===== config.mk =====
export PLATFORM = sky130hd
export DESIGN_NAME = uart_rx_cfg
export DESIGN_NICKNAME = d
export VERILOG_FILES = /design/src/rtl/uart_pkg.sv /design/src/rtl/uart_rx_cfg_sync.sv /design/src/rtl/uart_rx_cfg.sv
export SDC_FILE = /design/constraint.sdc
export NUM_CORES = 1
export LEC_CHECK = 0
export CAP_MARGIN = 15
export CELL_PAD_IN_SITES_DETAIL_PLACEMENT = 2
export CELL_PAD_IN_SITES_GLOBAL_PLACEMENT = 2
export CORE_UTILIZATION = 43
export CTS_BUF_LIST = sky130_fd_sc_hd__clkbuf_2 sky130_fd_sc_hd__clkbuf_4 sky130_fd_sc_hd__clkbuf_8
export DETAILED_ROUTE_END_ITERATION = 10
export GPL_ROUTABILITY_DRIVEN = 0
export HOLD_SLACK_MARGIN = 0.15
export PLACE_DENSITY = 0.91
export SETUP_SLACK_MARGIN = 0.02
export SYNTH_ARGS = -nofsm -noshare
export SYNTH_HDL_FRONTEND = slang
export SYNTH_SLANG_ARGS = --single-unit

===== constraint.sdc =====
create_clock -name clk -period 10.2 [get_ports clk]
set_input_delay 2.55 -clock clk [delete_from_list [all_inputs] [get_ports clk]]
set_output_delay 2.55 -clock clk [all_outputs]
set_load 0.1 [all_outputs]

===== src/rtl/uart_pkg.sv =====
// Shared UART types and timing constants for the configurable receiver
// (and the future configurable transmitter).
package uart_pkg;

  typedef enum logic [1:0] {
    PAR_NONE = 2'd0,
    PAR_ODD  = 2'd1,
    PAR_EVEN = 2'd2
  } parity_mode_e;

  typedef enum logic [2:0] {
    IDLE   = 3'd0,
    START  = 3'd1,
    DATA   = 3'd2,
    PARITY = 3'd3,
    STOP   = 3'd4,
    FLUSH  = 3'd5
  } uart_rx_state_e;

  // One bit period is SUBTICKS sub-ticks of 'prescale' clocks each.
  localparam int SUBTICKS = 8;

  // Sub-tick offsets inside a bit where the line is sampled.
  localparam int SAMPLE_A = 3;
  localparam int SAMPLE_B = 4;
  localparam int SAMPLE_C = 5;

  // 16-bit prescale times 8 sub-ticks.
  localparam int CNT_W = 19;

endpackage


===== src/rtl/uart_rx_cfg_sync.sv =====
// Two-flop synchroniser for an asynchronous single-bit input.
module uart_sync #(
  parameter logic RST_VAL = 1'b1
) (
  input  logic clk,
  input  logic rst,
  input  logic d_i,
  output logic q_o
);

  logic meta_q;
  logic sync_q;

  // Two back-to-back flops resolve metastability before the value is used.
  always_ff @(posedge clk or posedge rst) begin
    if (rst) begin
      meta_q <= RST_VAL;
      sync_q <= RST_VAL;
    end else begin
      meta_q <= d_i;
      sync_q <= meta_q;
    end
  end

  assign q_o = sync_q;

endmodule


===== src/rtl/uart_rx_cfg.sv =====
// Configurable UART receiver: DATA_WIDTH data bits, optional parity,
// one or two stop bits, 3-sample majority vote per bit, false-start
// rejection, AXI-stream output with a one-word holding register.
module uart_rx_cfg
  import uart_pkg::*;
#(
  parameter int DATA_WIDTH  = 8,
  parameter int PARITY_MODE = 0,
  parameter int STOP_BITS   = 1
) (
  input  logic                  clk,
  input  logic                  rst,
  input  logic [15:0]           prescale,
  input  logic                  rxd,
  output logic [DATA_WIDTH-1:0] m_axis_tdata,
  output logic                  m_axis_tvalid,
  input  logic                  m_axis_tready,
  output logic                  busy,
  output logic                  overrun_error,
  output logic                  frame_error,
  output logic                  parity_error
);

  localparam parity_mode_e PMODE     = parity_mode_e'(PARITY_MODE[1:0]);
  localparam logic [3:0]   LAST_DATA = 4'(DATA_WIDTH - 1);
  localparam logic         LAST_STOP = (STOP_BITS == 2);

  logic rxs;
  logic rxs_prev_q;

  uart_rx_state_e          state_q, state_d;
  logic [CNT_W-1:0]        cnt_q, cnt_d;
  logic [15:0]             p_q, p_d;
  logic [DATA_WIDTH-1:0]   shift_q, shift_d;
  logic [3:0]              bit_q, bit_d;
  logic                    stop_idx_q, stop_idx_d;
  logic                    stop_bad_q, stop_bad_d;
  logic                    s_a_q, s_a_d;
  logic                    s_b_q, s_b_d;
  logic                    par_bad_q, par_bad_d;
  logic [DATA_WIDTH-1:0]   tdata_q, tdata_d;
  logic                    tvalid_q, tvalid_d;
  logic                    ovr_q, ovr_d;
  logic                    ferr_q, ferr_d;
  logic                    perr_q, perr_d;

  logic [CNT_W-1:0] p_ext;
  logic [CNT_W-1:0] t_a, t_b, t_c, t_end;
  logic             at_a, at_b, at_c, bit_end;
  logic             decided;
  logic             parity_bad;
  logic             stop_bad_now;

  uart_sync #(
    .RST_VAL (1'b1)
  ) u_sync (
    .clk (clk),
    .rst (rst),
    .d_i (rxd),
    .q_o (rxs)
  );

  // Bit-relative sample points derived from the prescale captured at start.
  assign p_ext   = {3'b000, p_q};
  assign t_a     = p_ext * CNT_W'(SAMPLE_A);
  assign t_b     = p_ext * CNT_W'(SAMPLE_B);
  assign t_c     = p_ext * CNT_W'(SAMPLE_C);
  assign t_end   = (p_ext * CNT_W'(SUBTICKS)) - CNT_W'(1);
  assign at_a    = (cnt_q == t_a);
  assign at_b    = (cnt_q == t_b);
  assign at_c    = (cnt_q == t_c);
  assign bit_end = (cnt_q == t_end);

  // The third sample is the live line value at the decision point.
  assign decided = (s_a_q & s_b_q) | (s_a_q & rxs) | (s_b_q & rxs);

  // Received parity bit compared against the parity of the shifted-in word.
  assign parity_bad = (PMODE == PAR_EVEN) ? ((^shift_q) != decided)
                                          : ((^shift_q) == decided);

  assign stop_bad_now = stop_bad_q | ~decided;

  // Next-state logic for the frame FSM, sample capture and output register.
  always_comb begin
    state_d    = state_q;
    cnt_d      = cnt_q + CNT_W'(1);
    p_d        = p_q;
    shift_d    = shift_q;
    bit_d      = bit_q;
    stop_idx_d = stop_idx_q;
    stop_bad_d = stop_bad_q;
    s_a_d      = s_a_q;
    s_b_d      = s_b_q;
    par_bad_d  = par_bad_q;
    tdata_d    = tdata_q;
    tvalid_d   = tvalid_q;
    ovr_d      = 1'b0;
    ferr_d     = 1'b0;
    perr_d     = 1'b0;

    if (tvalid_q && m_axis_tready) tvalid_d = 1'b0;
    if (at_a) s_a_d = rxs;
    if (at_b) s_b_d = rxs;
    if (bit_end) cnt_d = '0;

    case (state_q)
      IDLE: begin
        cnt_d = '0;
        if (rxs_prev_q && !rxs) begin
          // The edge cycle itself is c = 0, so the next cycle is c = 1.
          p_d        = (prescale == 16'd0) ? 16'd1 : prescale;
          cnt_d      = CNT_W'(1);
          bit_d      = '0;
          stop_idx_d = 1'b0;
          stop_bad_d = 1'b0;
          par_bad_d  = 1'b0;
          state_d    = START;
        end
      end

      START: begin
        if (at_c && decided) begin
          state_d = IDLE;
        end else if (bit_end) begin
          bit_d   = '0;
          state_d = DATA;
        end
      end

      DATA: begin
        if (at_c) shift_d = {decided, shift_q[DATA_WIDTH-1:1]};
        if (bit_end) begin
          if (bit_q == LAST_DATA) begin
            stop_idx_d = 1'b0;
            state_d    = (PMODE != PAR_NONE) ? PARITY : STOP;
          end else begin
            bit_d = bit_q + 4'd1;
          end
        end
      end

      PARITY: begin
        if (at_c) par_bad_d = parity_bad;
        if (bit_end) begin
          stop_idx_d = 1'b0;
          state_d    = STOP;
        end
      end

      STOP: begin
        if (at_c) begin
          if (stop_idx_q == LAST_STOP) begin
            // Frame ends at the final decision so a following start bit
            // can be caught without losing the 3p lead-in.
            if (stop_bad_now) begin
              ferr_d  = 1'b1;
              state_d = FLUSH;
            end else if (par_bad_q) begin
              perr_d  = 1'b1;
              state_d = IDLE;
            end else if (tvalid_q && !m_axis_tready) begin
              ovr_d   = 1'b1;
              state_d = IDLE;
            end else begin
              tdata_d  = shift_q;
              tvalid_d = 1'b1;
              state_d  = IDLE;
            end
          end else begin
            stop_bad_d = stop_bad_now;
          end
        end else if (bit_end) begin
          stop_idx_d = 1'b1;
        end
      end

      FLUSH: begin
        cnt_d = '0;
        if (rxs) state_d = IDLE;
      end

      default: begin
        state_d = IDLE;
      end
    endcase
  end

  // State, datapath and output registers; reset aborts any frame at once.
  always_ff @(posedge clk or posedge rst) begin
    if (rst) begin
      state_q    <= IDLE;
      rxs_prev_q <= 1'b1;
      cnt_q      <= '0;
      p_q        <= 16'd1;
      shift_q    <= '0;
      bit_q      <= '0;
      stop_idx_q <= 1'b0;
      stop_bad_q <= 1'b0;
      s_a_q      <= 1'b1;
      s_b_q      <= 1'b1;
      par_bad_q  <= 1'b0;
      tdata_q    <= '0;
      tvalid_q   <= 1'b0;
      ovr_q      <= 1'b0;
      ferr_q     <= 1'b0;
      perr_q     <= 1'b0;
    end else begin
      state_q    <= state_d;
      rxs_prev_q <= rxs;
      cnt_q      <= cnt_d;
      p_q        <= p_d;
      shift_q    <= shift_d;
      bit_q      <= bit_d;
      stop_idx_q <= stop_idx_d;
      stop_bad_q <= stop_bad_d;
      s_a_q      <= s_a_d;
      s_b_q      <= s_b_d;
      par_bad_q  <= par_bad_d;
      tdata_q    <= tdata_d;
      tvalid_q   <= tvalid_d;
      ovr_q      <= ovr_d;
      ferr_q     <= ferr_d;
      perr_q     <= perr_d;
    end
  end

  assign m_axis_tdata  = tdata_q;
  assign m_axis_tvalid = tvalid_q;
  assign busy          = (state_q != IDLE);
  assign overrun_error = ovr_q;
  assign frame_error   = ferr_q;
  assign parity_error  = perr_q;

endmodule


# Yosys cells after proc, flatten, opt, wreduce, memory -nomap -nowiden
# Index checks and enable logic that the tools add are counted.
[classes]
n_addsub = 3
multipliers = 2
n_eq_ne = 26
mux = 55
n_bitwise = 11
n_reduce_logical = 22
[ops]
columns = ["op", "n"]
rows = [
  ["== test 19 x 18 -> 1 bit", 2],
  ["== test 19 bit", 2],
  ["case mux 19 bit (2 select lines)", 1],
  ["2-to-1 mux 1 bit", 32],
  ["2-to-1 mux 3 bit", 10],
  ["!= test 2 bit, second input constant", 13],
  ["2-to-1 mux 4 bit", 5],
  ["adder 19 x 1 -> 19 bit, second input constant", 1],
  ["multiplier 16 x 3 -> 19 bit, second input constant", 1],
  ["2-to-1 mux 19 bit", 1],
  ["subtractor 19 x 1 -> 19 bit, second input constant", 1],
  ["multiplier 16 x 2 -> 18 bit, second input constant", 1],
  ["case mux 3 bit (6 select lines)", 1],
  ["zero test 16 bit", 1],
  ["2-to-1 mux 16 bit", 1],
  ["case mux 4 bit (3 select lines)", 1],
  ["AND reduction 6 bit", 2],
  ["AND reduction 8 bit", 1],
  ["parity 8 bit", 1],
  ["AND reduction 7 bit", 1],
  ["== test 3 x 2 -> 1 bit, second input constant", 2],
  ["== test 3 bit, second input constant", 2],
  ["nonzero test 3 bit", 2],
  ["NOT 1 bit", 5],
  ["other kinds (18)", 29],
]
[word_totals]
register_bits = 70
output_inout_bits = 13
wordCells = 137

# Depth between registers and ports, before layout
[logic_depth]
depth_word = 9
depth_mapped = 14
mapped_depth_nobuf = 13

# Cells and area by module
# From an unflattened synthesis, not the netlist that was laid out.
[hier_totals]
hier_cells = 750
hier_area_um2 = 6678.9
[modules_own_cells]
columns = ["mod", "instances", "cells_per_inst", "area_each_um2"]
rows = [
  ["uart_rx_cfg", 1, 747, 6622.6],
  ["uart_sync", 1, 3, 56.3],
]

# Least setup slack after synthesis
# Ideal clock, no wire load.
[synth_timing]
kind = "register to register"
start = "register p_q[1]"
end = "register tdata_q[0], in the netlist m_axis_tdata[0]"
setup_ns = 0.128
arrival_time_ns = 4.061
required_time_ns = 10.072
slack_ns = 6.011
path_stages_with_launch = 15
path_buffers = 1
cell_sequence = "dfrtp_1 > ha_1 > ha_1 > inv_1 > fa_1 > nor2b_1 > o2111ai_1 > a22o_1 > and3_1 > or4_1 > or4_1 > buf_2 > or3_4 > nor2_4 > mux2_1"
[synth_via]
elab_chain_len = 3
[synth_lines]
columns = ["element", "line", "source"]
rows = [
  ["from (decl)", "uart_rx_cfg.sv:33", "logic [15:0] p_q, p_d;"],
  ["from (signal assigned)", "uart_rx_cfg.sv:211", "p_q <= p_d;"],
  ["multiplier 16 x 3 -> 19 bit", "uart_rx_cfg.sv:67", "assign t_c = p_ext * CNT_W'(SAMPLE_C);"],
  ["== test 19 bit", "uart_rx_cfg.sv:71", "assign at_c = (cnt_q == t_c);"],
  ["AND reduction 6 bit (no line)", "--", ""],
  ["to (signal assigned)", "uart_rx_cfg.sv:219", "tdata_q <= tdata_d;"],
  ["to (decl)", "uart_rx_cfg.sv:41", "logic [DATA_WIDTH-1:0] tdata_q, tdata_d;"],
]
# No other way between the ends.
# A chain may end at the register's enable or synchronous reset.

# Worst setup path after layout
[layout_timing]
start = "register p_q[3]"
end = "register tdata_q[7], in the netlist m_axis_tdata[7]"
# The elaborated chain is that of the path after synthesis.

==> metrics.csv <==
stage,metric,value,unit
run_status,status,completed,
grt,Total GRT Usage,32.6,%
detailed_routing,Starting DRT DRC Count,382,
sta,"Slew Viols, Final",0,
detailed_routing,average wire per standard cell,27.7,um
floorplanning,Die Y,124,um
placement,PortBufs,32,
detailed_routing,DRC viols,0,
grt,met2 usage,57.2,%
clocking,post-CTS resize count,0,
synth,most common cell in the netlist,ha_1,
sta,RSZ-0062 raised after global routing,false,
synth,post-synthesis register bit count,70,
grt,initial antenna violation count,0,
floorplanning,row count,44,
worst_setup_path,crit path max fanout,8,
detailed_routing,Post-Route WL,25600,um
worst_setup_path,CP Cell Sequence,ha_1 -> ha_1 -> inv_1 -> fa_1 -> nor2b_1 -> o2111ai_1 -> nand2_1 -> a31oi_1 -> mux2_2 -> or4_1 -> or3_4 -> nor2_4 -> mux2_1,
sta,Tmin final,5120,ps
synth,number of flops mapped to enable cells by yosys,0,
clocking,# H-tree levels,3,
sta,Slew @ Worst Pin,1100,ps
layout,share of layout cells above drive strength 1,8.53,%
worst_setup_path,Critical Path AT,5400,ps
detailed_routing,via count,5902,
clocking,root buffer cell,clkbuf_8,
layout,Layout Nets,821,
min_path,Hold Crit Class,reg2reg,
clocking,Skew-Pair Late Insertion Delay,400,ps
sta,Final Hold Fails,0,
clocking,Clock Sinks,70,
grt,met3 usage,5.88,%
placement,HPWL after detailed placement,18200,um
synth,Post-synth top cells,"ha_1, dfrtp_1, xnor2_1, xor2_1, nand2_1",
floorplanning,starting density of the core,44.2,%
worst_setup_path,Critical Path Start Type,register,
layout,Util after Layout,48.5,%
layout,ANT cells,0,
synth,Synth cell types,68,
layout,area grow syn2layout,9.69,%
synth,Area contributors post-synth,"dfrtp_1, ha_1, xnor2_1",
clocking,total CTS buffers,9,
sta,fin crit share,50.2,%
worst_setup_path,"slowest stage delay, CP",720,ps
synth,"Top FF cell, synth",dfrtp_1,
grt,pin count of the biggest net entering global routing,71,
detailed_routing,drt pass-1 iters,7,
clocking,# hold bufs at CTS,0,
worst_setup_path,critical path capture point type,register,
detailed_routing,Final ANT Viol Nets,0,
sta,f_max,195,MHz
synth,syn nets,812,
floorplanning,die area,15500,um^2
synth,post-synthesis async set-or-reset flop share,100,%
worst_setup_path,CP bufs+invs,1,
sta,Setup-failing EPs final,0,
grt,first-pass GRT wire length,39200,um
detailed_routing,vias per inst,6.39,
synth,post-synthesis sequential area ratio,27.3,%
clocking,"Setup Fix Bufs, Post-CTS",0,
worst_setup_path,"most used cell, CP",ha_1,
worst_setup_path,crit path kind,reg2reg,
clocking,Clock Path Buffers,2,
synth,Syn Inst Count,725,
floorplanning,DIE WIDTH,124,um
clocking,Clock transition at path regs,100,ps
worst_setup_path,critical path's top delay family,simple AND/OR/NAND/NOR gates,
grt,global routing usage on met1,39.4,%
grt,vias in the first global route,6648,
clocking,TritonCTS clock tree,yes,
synth,synth warn,0,
sta,Slew headroom,26.6,%
grt,grt ovf,0,
grt,busiest grt layer,met2,
floorplanning,I/O pin count,33,
floorplanning,Core Region,14600,um^2
flow_run,max-cap violations,0,
sta,Clock Skew,16.9,ps
worst_setup_path,CP required,10480,ps
worst_setup_path,Worst path slowest cell,or4_1,
synth,Synth top area share,24.8,%
synth,synthesized area per cell,8.89,um^2
sta,TNS Setup,0,ps
synth,synthesized area,6440,um^2
synth,Synth area leader,dfrtp_1,
[cell families (layout without fill, tap and decap cells)]
family	count (synthesis)	count (layout)	share of synthesized area, %
AO/OA/AOI/OAI	135	135	14.3
XOR/XNOR	110	110	14.9
adder cells (fa/ha/maj)	67	67	13.2
buffers and inverters	73	87	4.66
flip-flops	70	70	27.3
multiplexers	41	41	7.07
AND/OR/NAND/NOR	229	229	18.5
[final timing paths]
check / slack, ps / from / to / cells past startpoint
min in group asynchronous: 2740 / rst / shift_q[0]$_DFFE_PP0P_ / 3
max in group asynchronous: 6810 / rst / cnt_q[15]$_DFF_PP0_ / 3
min reg2reg: 370 / u_sync.meta_q$_DFF_PP1_ / u_sync.q_o$_DFF_PP1_ / 0
max: 5080 / p_q[3]$_DFFE_PP0P_ / m_axis_tdata[7]$_DFFE_PP0P_ / 13
min: 370 / u_sync.meta_q$_DFF_PP1_ / u_sync.q_o$_DFF_PP1_ / 0
max reg2reg: 5080 / p_q[3]$_DFFE_PP0P_ / m_axis_tdata[7]$_DFFE_PP0P_ / 13
[layout make-up]
| cell class | instances | area, um^2 |
|---|---|---|
| sequential | 70 | 1760 |
| timing repair buffer | 34 | 355 |
| clock inverter | 7 | 72.6 |
| tap | 184 | 230 |
| clock buffer | 9 | 124 |
| multi-input combinational | 582 | 4390 |
| fill | 1530 | 7520 |
| inverter | 37 | 139 |
[state kept, by name, summed over array words and instances (netlist names)]
register,count
overrun_error,1
m_axis_tdata,8
stop_idx_q,1
rxs_prev_q,1
p_q,16
bit_q,4
state_q,3
parity_error,1
cnt_q,19
par_bad_q,1
u_sync.meta_q,1
s_a_q,1
shift_q,8
u_sync.q_o,1
s_b_q,1
stop_bad_q,1
frame_error,1
m_axis_tvalid,1
[worst register-to-register path: cells and delay by family (launching register included)]
kind	cells	cell delay (ps)
buffers and inverters	1	140
AND/OR/NAND/NOR	5	1760
multiplexers	2	780
AO/OA/AOI/OAI	2	870
adder cells (fa/ha/maj)	3	870
flip-flops	1	580
[per-stage QoR]
step	instances	instance area (um^2)	worst slack (ps)	hold WS (ps)
finish	923	7070	5080	366
global route	923	7070	4980	364
CTS	922	7040	5170	363
global placement	906	6850	5670	346
detailed placement	906	6850	5310	348
floorplan	725	6440	5890	345
[per-layer routing]
metal | wire length [um] | vias to the layer above
met5 | 0 | -
met4 | 658 | 0
met3 | 1200 | 52
met2 | 13100 | 182
met1 | 10600 | 3067
li1 | - | 2601
[layout by cell type (no fill, tap or decap), types with 6 or more instances in the layout]
cell / count
a211oi_1: 8
nor3_1: 17
ha_1: 65
mux2_1: 8
clkdlybuf4s50_1: 32
nand4_1: 15
dfrtp_1: 64
a21oi_1: 27
xnor2_1: 55
nand3_1: 26
o2111ai_1: 6
a21o_1: 8
mux2_2: 28
dfstp_2: 6
nor2b_1: 11
xor2_1: 55
nand2b_1: 11
o31ai_1: 6
nor2_1: 45
o21a_1: 6
and3_1: 9
nand2_1: 49
o211ai_1: 9
nor4_1: 17
o21ai_0: 27
clkbuf_8: 9
inv_1: 36
Power is not shown: default switching activity piles up to over one toggle a cycle in this logic, so the estimate is an artifact.
